==> src/rtl/mem_arb_pkg.sv <==
// Shared encodings for the instruction/data memory arbiter.
package mem_arb_pkg;

    typedef enum logic [1:0] {
        StIdle,
        StIssue,
        StWait
    } state_e;

    typedef enum logic [1:0] {
        OwnNone,
        OwnIfetch,
        OwnData
    } owner_e;

    localparam logic [3:0] FULL_MASK = 4'hF;

endpackage

==> src/rtl/mem_arb_grant.sv <==
// Grant decision between fetch and data requesters, with a data-streak limit so a
// pending fetch cannot be starved by back-to-back data traffic.
module mem_arb_grant #(
    parameter int unsigned MAX_D_STREAK = 4
) (
    input  logic i_clk,
    input  logic i_rst,
    input  logic ireq_valid,
    input  logic dreq_valid,
    input  logic in_idle,
    output logic grant_i,
    output logic grant_d
);

    localparam int unsigned SW = $clog2(MAX_D_STREAK + 1);

    logic [SW-1:0] streak_q, streak_d;
    logic          at_limit;

    assign at_limit = (streak_q == SW'(MAX_D_STREAK));

    always_comb begin
        grant_d = in_idle & dreq_valid & ~(ireq_valid & at_limit);
        grant_i = in_idle & ireq_valid & ~grant_d;
    end

    // Streak only counts data wins over a waiting fetch.
    always_comb begin
        streak_d = streak_q;
        if (!ireq_valid || grant_i) begin
            streak_d = '0;
        end else if (grant_d && !at_limit) begin
            streak_d = streak_q + 1'b1;
        end
    end

    always_ff @(posedge i_clk or posedge i_rst) begin
        if (i_rst) begin
            streak_q <= '0;
        end else begin
            streak_q <= streak_d;
        end
    end

endmodule

==> src/rtl/mem_arbiter.sv <==
// Shares one variable-latency memory port between fetch and data requesters,
// one transaction outstanding at a time.
module mem_arbiter
    import mem_arb_pkg::*;
#(
    parameter int unsigned MAX_D_STREAK = 4
) (
    input  logic        i_clk,
    input  logic        i_rst,
    input  logic        i_ireq_valid,
    input  logic [31:0] i_ireq_addr,
    output logic        o_ireq_ready,
    output logic        o_iresp_valid,
    output logic [31:0] o_iresp_rdata,
    input  logic        i_dreq_valid,
    input  logic [31:0] i_dreq_addr,
    input  logic        i_dreq_wen,
    input  logic [31:0] i_dreq_wdata,
    input  logic [3:0]  i_dreq_mask,
    output logic        o_dreq_ready,
    output logic        o_dresp_valid,
    output logic [31:0] o_dresp_rdata,
    output logic        o_mem_req_valid,
    input  logic        i_mem_req_ready,
    output logic [31:0] o_mem_addr,
    output logic        o_mem_ren,
    output logic        o_mem_wen,
    output logic [31:0] o_mem_wdata,
    output logic [3:0]  o_mem_mask,
    input  logic        i_mem_resp_valid,
    input  logic [31:0] i_mem_resp_rdata
);

    state_e      state_q, state_d;
    owner_e      owner_q, owner_d;
    logic [29:0] addr_q, addr_d;
    logic        wen_q, wen_d;
    logic [31:0] wdata_q, wdata_d;
    logic [3:0]  mask_q, mask_d;

    logic in_idle, in_issue, in_wait;
    logic grant_i, grant_d;
    logic iresp_valid, dresp_valid;

    // Byte offsets are dropped: the memory port is word-addressed.
    logic unused_addr_lsbs;
    assign unused_addr_lsbs = ^{i_ireq_addr[1:0], i_dreq_addr[1:0]};

    assign in_idle  = (state_q == StIdle);
    assign in_issue = (state_q == StIssue);
    assign in_wait  = (state_q == StWait);

    mem_arb_grant #(
        .MAX_D_STREAK(MAX_D_STREAK)
    ) u_grant (
        .i_clk      (i_clk),
        .i_rst      (i_rst),
        .ireq_valid (i_ireq_valid),
        .dreq_valid (i_dreq_valid),
        .in_idle    (in_idle),
        .grant_i    (grant_i),
        .grant_d    (grant_d)
    );

    always_comb begin
        state_d = state_q;
        owner_d = owner_q;
        addr_d  = addr_q;
        wen_d   = wen_q;
        wdata_d = wdata_q;
        mask_d  = mask_q;
        unique case (state_q)
            StIdle: begin
                if (grant_d) begin
                    state_d = StIssue;
                    owner_d = OwnData;
                    addr_d  = i_dreq_addr[31:2];
                    wen_d   = i_dreq_wen;
                    wdata_d = i_dreq_wdata;
                    mask_d  = i_dreq_mask;
                end else if (grant_i) begin
                    state_d = StIssue;
                    owner_d = OwnIfetch;
                    addr_d  = i_ireq_addr[31:2];
                    wen_d   = 1'b0;
                    wdata_d = '0;
                    mask_d  = FULL_MASK;
                end
            end
            StIssue: begin
                if (i_mem_req_ready) begin
                    state_d = StWait;
                end
            end
            StWait: begin
                if (i_mem_resp_valid) begin
                    state_d = StIdle;
                    owner_d = OwnNone;
                end
            end
            default: begin
                state_d = StIdle;
                owner_d = OwnNone;
            end
        endcase
    end

    always_ff @(posedge i_clk or posedge i_rst) begin
        if (i_rst) begin
            state_q <= StIdle;
            owner_q <= OwnNone;
            addr_q  <= '0;
            wen_q   <= 1'b0;
            wdata_q <= '0;
            mask_q  <= '0;
        end else begin
            state_q <= state_d;
            owner_q <= owner_d;
            addr_q  <= addr_d;
            wen_q   <= wen_d;
            wdata_q <= wdata_d;
            mask_q  <= mask_d;
        end
    end

    // Responses route straight through to the owner; stray responses are dropped.
    always_comb begin
        iresp_valid     = in_wait & i_mem_resp_valid & (owner_q == OwnIfetch);
        dresp_valid     = in_wait & i_mem_resp_valid & (owner_q == OwnData);
        o_ireq_ready    = grant_i;
        o_dreq_ready    = grant_d;
        o_iresp_valid   = iresp_valid;
        o_iresp_rdata   = iresp_valid ? i_mem_resp_rdata : '0;
        o_dresp_valid   = dresp_valid;
        o_dresp_rdata   = dresp_valid ? i_mem_resp_rdata : '0;
        o_mem_req_valid = in_issue;
        o_mem_addr      = in_issue ? {addr_q, 2'b00} : '0;
        o_mem_ren       = in_issue & ~wen_q;
        o_mem_wen       = in_issue & wen_q;
        o_mem_wdata     = in_issue ? wdata_q : '0;
        o_mem_mask      = in_issue ? mask_q : '0;
    end

endmodule
==> config.mk <==
export PLATFORM = sky130hd
export DESIGN_NAME = mem_arbiter
export DESIGN_NICKNAME = d
export VERILOG_FILES = /design/src/rtl/mem_arb_pkg.sv /design/src/rtl/mem_arb_grant.sv /design/src/rtl/mem_arbiter.sv
export SDC_FILE = /design/constraint.sdc
export NUM_CORES = 1
export LEC_CHECK = 0
export CAP_MARGIN = 15
export CORE_AREA = 2 2 109 111
export CTS_CLUSTER_SIZE = 30
export DETAILED_ROUTE_END_ITERATION = 10
export DIE_AREA = 0 0 111 113
export GPL_ROUTABILITY_DRIVEN = 0
export PLACE_DENSITY = 0.92
export SLEW_MARGIN = 5
export SYNTH_ARGS = -nofsm -noshare
export SYNTH_HDL_FRONTEND = slang
export SYNTH_SLANG_ARGS = --single-unit
==> constraint.sdc <==
create_clock -name i_clk -period 7.6 [get_ports i_clk]
set_clock_uncertainty 0.15 [all_clocks]
set_input_delay 1.9 -clock i_clk [delete_from_list [all_inputs] [get_ports i_clk]]
set_output_delay 1.9 -clock i_clk [all_outputs]
set_load 0.02 [all_outputs]
After elaboration in Yosys (flattened, before gate mapping)
Index checks and enable logic that the tools add are counted.

Muxes and demuxes: 22. Add/subtract/negate cells: 1. Reductions and logical operators: 10. Eq/ne operators: 8. Bitwise gates (word level): 14.

Operator list (number): $mux W32 (6); $mux W30 (2); $mux W4 (3); $pmux W2 S3 (2); $and A1 B1 Y1 (10); $mux W2 (5); $mux W3 (2); $reduce_and A3 Y1 (2); $eq A2 B1 Y1 const B (2); $eq A2 B2 Y1 const B (2); $ne A2 B2 Y1 const B (2); $not A1 Y1 (4); $reduce_bool A2 Y1 (2); $add A3 B1 Y3 const B (1); $eq A3 B3 Y1 const B (1); $ne A3 B3 Y1 const B (1); $logic_not A1 Y1 (2); $logic_not A2 Y1 (1); $mux W1 (2); $reduce_and A2 Y1 (1); $logic_and A1 B1 Y1 (1); $logic_or A1 B1 Y1 (1).

Word-level logic and storage cells: 62. Input bits: 139. Flip-flop bits (word level): 74.

Longest topological paths before layout
Word-level depth: 9. Mapped depth: 8.

Hierarchy
Synthesis repeated with hierarchy kept, for this count alone.

Cell total of the unflattened synthesis: 421. Area total of the unflattened synthesis: 4134.0 um^2.

Modules (own cells, without submodules): mem_arbiter (area an instance 3922.5 um^2, times used 1, sequential area each 1776.7 um^2, cells each 397); mem_arb_grant (area an instance 211.5 um^2, times used 1, sequential area each 75.1 um^2, cells each 24).

Least setup slack after synthesis
No wires, ideal clock.

Path type: in2out. From: input port i_mem_resp_valid. To: output port o_iresp_rdata[22]. Data required time: 5550 ps. Slack: 2627 ps. Data arrival time: 2923 ps. Stages: 4. Cell sequence: nand3b_1 nor3b_2 clkbuf_1 and2_1.

Word-level cells in the longest chain between the ends: 3.

RTL lines: start, declared (RTL line mem_arbiter.sv:30) `input logic i_mem_resp_valid,`; $and A1 B1 Y1 (2 in a row) (RTL line mem_arbiter.sv:128) `iresp_valid = in_wait & i_mem_resp_valid & (owner_q == OwnIfetch);`; via o_iresp_valid (RTL line mem_arbiter.sv:13) `output logic o_iresp_valid,`; $mux W32 (RTL line mem_arbiter.sv:133) `o_iresp_rdata = iresp_valid ? i_mem_resp_rdata : '0;`; end, declared (RTL line mem_arbiter.sv:14) `output logic [31:0] o_iresp_rdata,`.

The timed path passes the listed nets, and every way through them passes these cells.

Worst setup path in the final report
From: input port i_mem_resp_valid. To: output port o_dresp_rdata[17].

Word-level cells in the longest chain between the ends: 3.

RTL lines: $and A1 B1 Y1 (2 in a row) (RTL line mem_arbiter.sv:129) `dresp_valid = in_wait & i_mem_resp_valid & (owner_q == OwnData);`; $mux W32 (RTL line mem_arbiter.sv:135) `o_dresp_rdata = dresp_valid ? i_mem_resp_rdata : '0;`; end, declared (RTL line mem_arbiter.sv:22) `output logic [31:0] o_dresp_rdata,`.

Every way passes these cells.

==> summary.md <==
| Metric | Value |
|---|---|
| F_max | `0.170 GHz` |
| Finished Core Util | `62.9%` |
| Vias per cell | `4.99` |
| Area growth syn-to-layout | `77.8%` |
| Root cell of the clock tree | `clkbuf_16` |
| CP endpoint kind | `output pin` |
| Final net count | `833` |
| Antenna violations before repair | `0` |
| Detail Route Antenna Nets | `0` |
| Total global-route track usage | `21.9%` |
| Max Buffers Root-to-Sink | `2` |
| Critical Path RT | `5550 ps` |
| Largest cells by area after synthesis | `dfrtp_1, and2_1, inv_1, a222oi_1, a22o_1` |
| Worst hold path type | `reg2reg` |
| DP HPWL | `10700 um` |
| Final Cycle Share | `77.5%` |
| Most frequent cells in the layout | `clkdlybuf4s50_1, and2_1, inv_1` |
| Reg clk slew, reported paths | `60 ps` |
| Drt pass-1 iters | `6` |
| Post-Syn Area per Cell | `9.14 sq um` |
| CTS Hold Buffers Added | `0` |
| Final Hold Viols | `0` |
| Yosys reg bits | `74` |
| Layout cells sized above 1 | `4.16%` |
| Num CTS Buffers | `9` |
| Core area | `0.0113 sq mm` |
| Data arrival, critical path | `3840 ps` |
| Reg2Reg Depth | `5` |
| Routed wire per std cell | `17.0 um` |
| RSZ-0062 raised after global routing | `no` |
| Post-synthesis cell area | `0.00399 sq mm` |
| Fill cell count | `887` |
| Residual DRC | `0` |
| Worst Hold Depth | `1` |
| Starting Density | `35.4%` |
| Vias in the first global route | `4197` |
| Post-synth top area cell | `dfrtp_1` |
| R2R Setup Slk | `5210 ps` |
| Min Tclk post-route | `5890 ps` |
| Inst Count DP | `824` |
| Grt ovf | `0` |
| Register area share after synthesis | `46.5%` |
| Non-Filler Instances | `840` |
| Die width | `111 um` |
| Post_cts resized | `0` |
| Buffers on Ports | `271` |
| CTS H-tree lvls | `3` |
| First-pass GRT wire length | `22000 um` |
| Status | `complete, no violations` |
| Setup bufs post-CTS | `0` |
| Worst skew pair latency | `320 ps` |
| Die height | `113 um` |
| Setup TNS | `0 ps` |
| Gate count of the mapped netlist | `436` |
| Reg-to-reg startpoint | `state_q[1]$_DFFE_PP0P_` |
| N_diodes | `0` |
| Commonest non-fill, non-tap cell in the layout | `clkdlybuf4s50_1` |
| Row Count | `39` |
| DIE AREA | `0.0125 sq mm` |
| Largest net degree at the start of global routing | `75` |
| Final setup viols | `0` |
| Worst Tran Pin Value | `1020 ps` |
| VDD IR max | `0.250 mV` |
| DRT Wirelength | `14300 um` |
| Clock sink count | `74` |
| Iter 0 DRT Violations | `363` |
| Area of the multi-input gates | `0.00161 sq mm` |
| CP Launch Type | `input port` |
| Worst-path maximum fanout | `33` |
| Critical path class | `in2out` |
| Ports | `278` |
| Yosys warns | `0` |
| Via count | `4190` |
| Sequential Area | `0.00185 sq mm` |
| Netlist cell types | `30` |
| Hold Path Sink | `mask_q[1]$_DFFE_PP0P_` |
| TritonCTS clock tree | `done` |
| Final slew viol count | `0` |
| Power Density | `330 mW/mm^2` |
| Hold path start | `mask_q[1]$_DFFE_PP0P_` |
| Maxcap violations | `0` |
| Leakage | `3.28 nW` |
| Reg2reg end | `addr_q[10]$_DFFE_PP0P_` |
| Max_slew headroom | `31.8%` |
| Share of the synthesized area in the top cell type | `46.5%` |
==> critical path: stages <==
cell	delay, ps
clkdlybuf4s50_1	490
nand3b_1	140
nor3b_2	200
buf_4	290
and2_1	190
clkdlybuf4s50_1	630
==> layer usage <==
metal / up-vias / wire, um / global-route usage [%]
met4: 0 / 196 / 6.58
met5: - / 0 / 0
met3: 21 / 1010 / 4.55
met1: 2035 / 5700 / 27.4
met2: 211 / 7350 / 38.3
li1: 1923 / - / -
==> worst max-delay path by stage <==
stage               cells after the start                end  slack (ps)             start
detailed placement                      6  o_dresp_rdata[17]        1720  i_mem_resp_valid
global route                            6   o_iresp_rdata[7]        1610  i_mem_resp_valid
finish                                  6  o_dresp_rdata[17]        1710  i_mem_resp_valid
global placement                        6  o_dresp_rdata[17]        1760  i_mem_resp_valid
CTS                                     6  o_dresp_rdata[17]        1720  i_mem_resp_valid
floorplan                               4  o_iresp_rdata[22]        2630  i_mem_resp_valid
==> state kept, by name, summed over array words and instances, names as in the netlist <==
signal,count
owner_q,2
wdata_q,32
state_q,2
u_grant.streak_q,3
mask_q,4
wen_q,1
addr_q,30
==> final cells by class <==
type                       instances  area share, %
tap                              143           2.52
inverter                          96           5.08
sequential                        74           26.1
clock inverter                     4           1.04
multi-input combinational        233           22.7
clock buffer                      12           3.48
timing repair buffer             278           39.0
==> logic make-up after synthesis <==
group / synth area share [%]
adders and majority gates: 0.628
buffers and inverters: 13.7
and+or+nand+nor: 21.6
DFF: 46.5
other: 0.0941
AOI/OAI and AO/OA: 17.5
==> where the power goes <==
part           internal (W)  switching, W  leakage [nW]  total [W]
Clock              0.000297      0.000154         0.157   0.000451
Sequential         0.000565     0.0000729         0.882   0.000638
Combinational      0.000577      0.000676          2.24    0.00125
Total               0.00144      0.000903          3.28    0.00234
==> cells in the mapped netlist (all sizes together) <==
cell type and number:
ha 2, buf 18, inv 96, o21ai 5, clkbuf 16, a22o 33, conb 1, or3 2
nand4b 1, a21bo 1, nand2 3, nand2b 2, nand3b 1, a222oi 30, o22a 4, nor3b 3
a21boi 3, and3 1, nor2 34, nand3 2, and2 101, dfrtp 74, or2 1, a31o 2
==> per-stage QoR <==
stage	power (W)	cell area [sq um]	hold slack, ps	setup slack [ps]
2_1_floorplan	0.00134	3990	302	2630
3_3_place_gp	0.00185	6770	315	1760
3_5_place_dp	0.00189	6770	320	1720
4_1_cts	0.00236	7090	333	1720
5_1_grt	0.00246	7090	353	1610
6_report	0.00234	7090	331	1710
(Power assumes the default switching activity.)
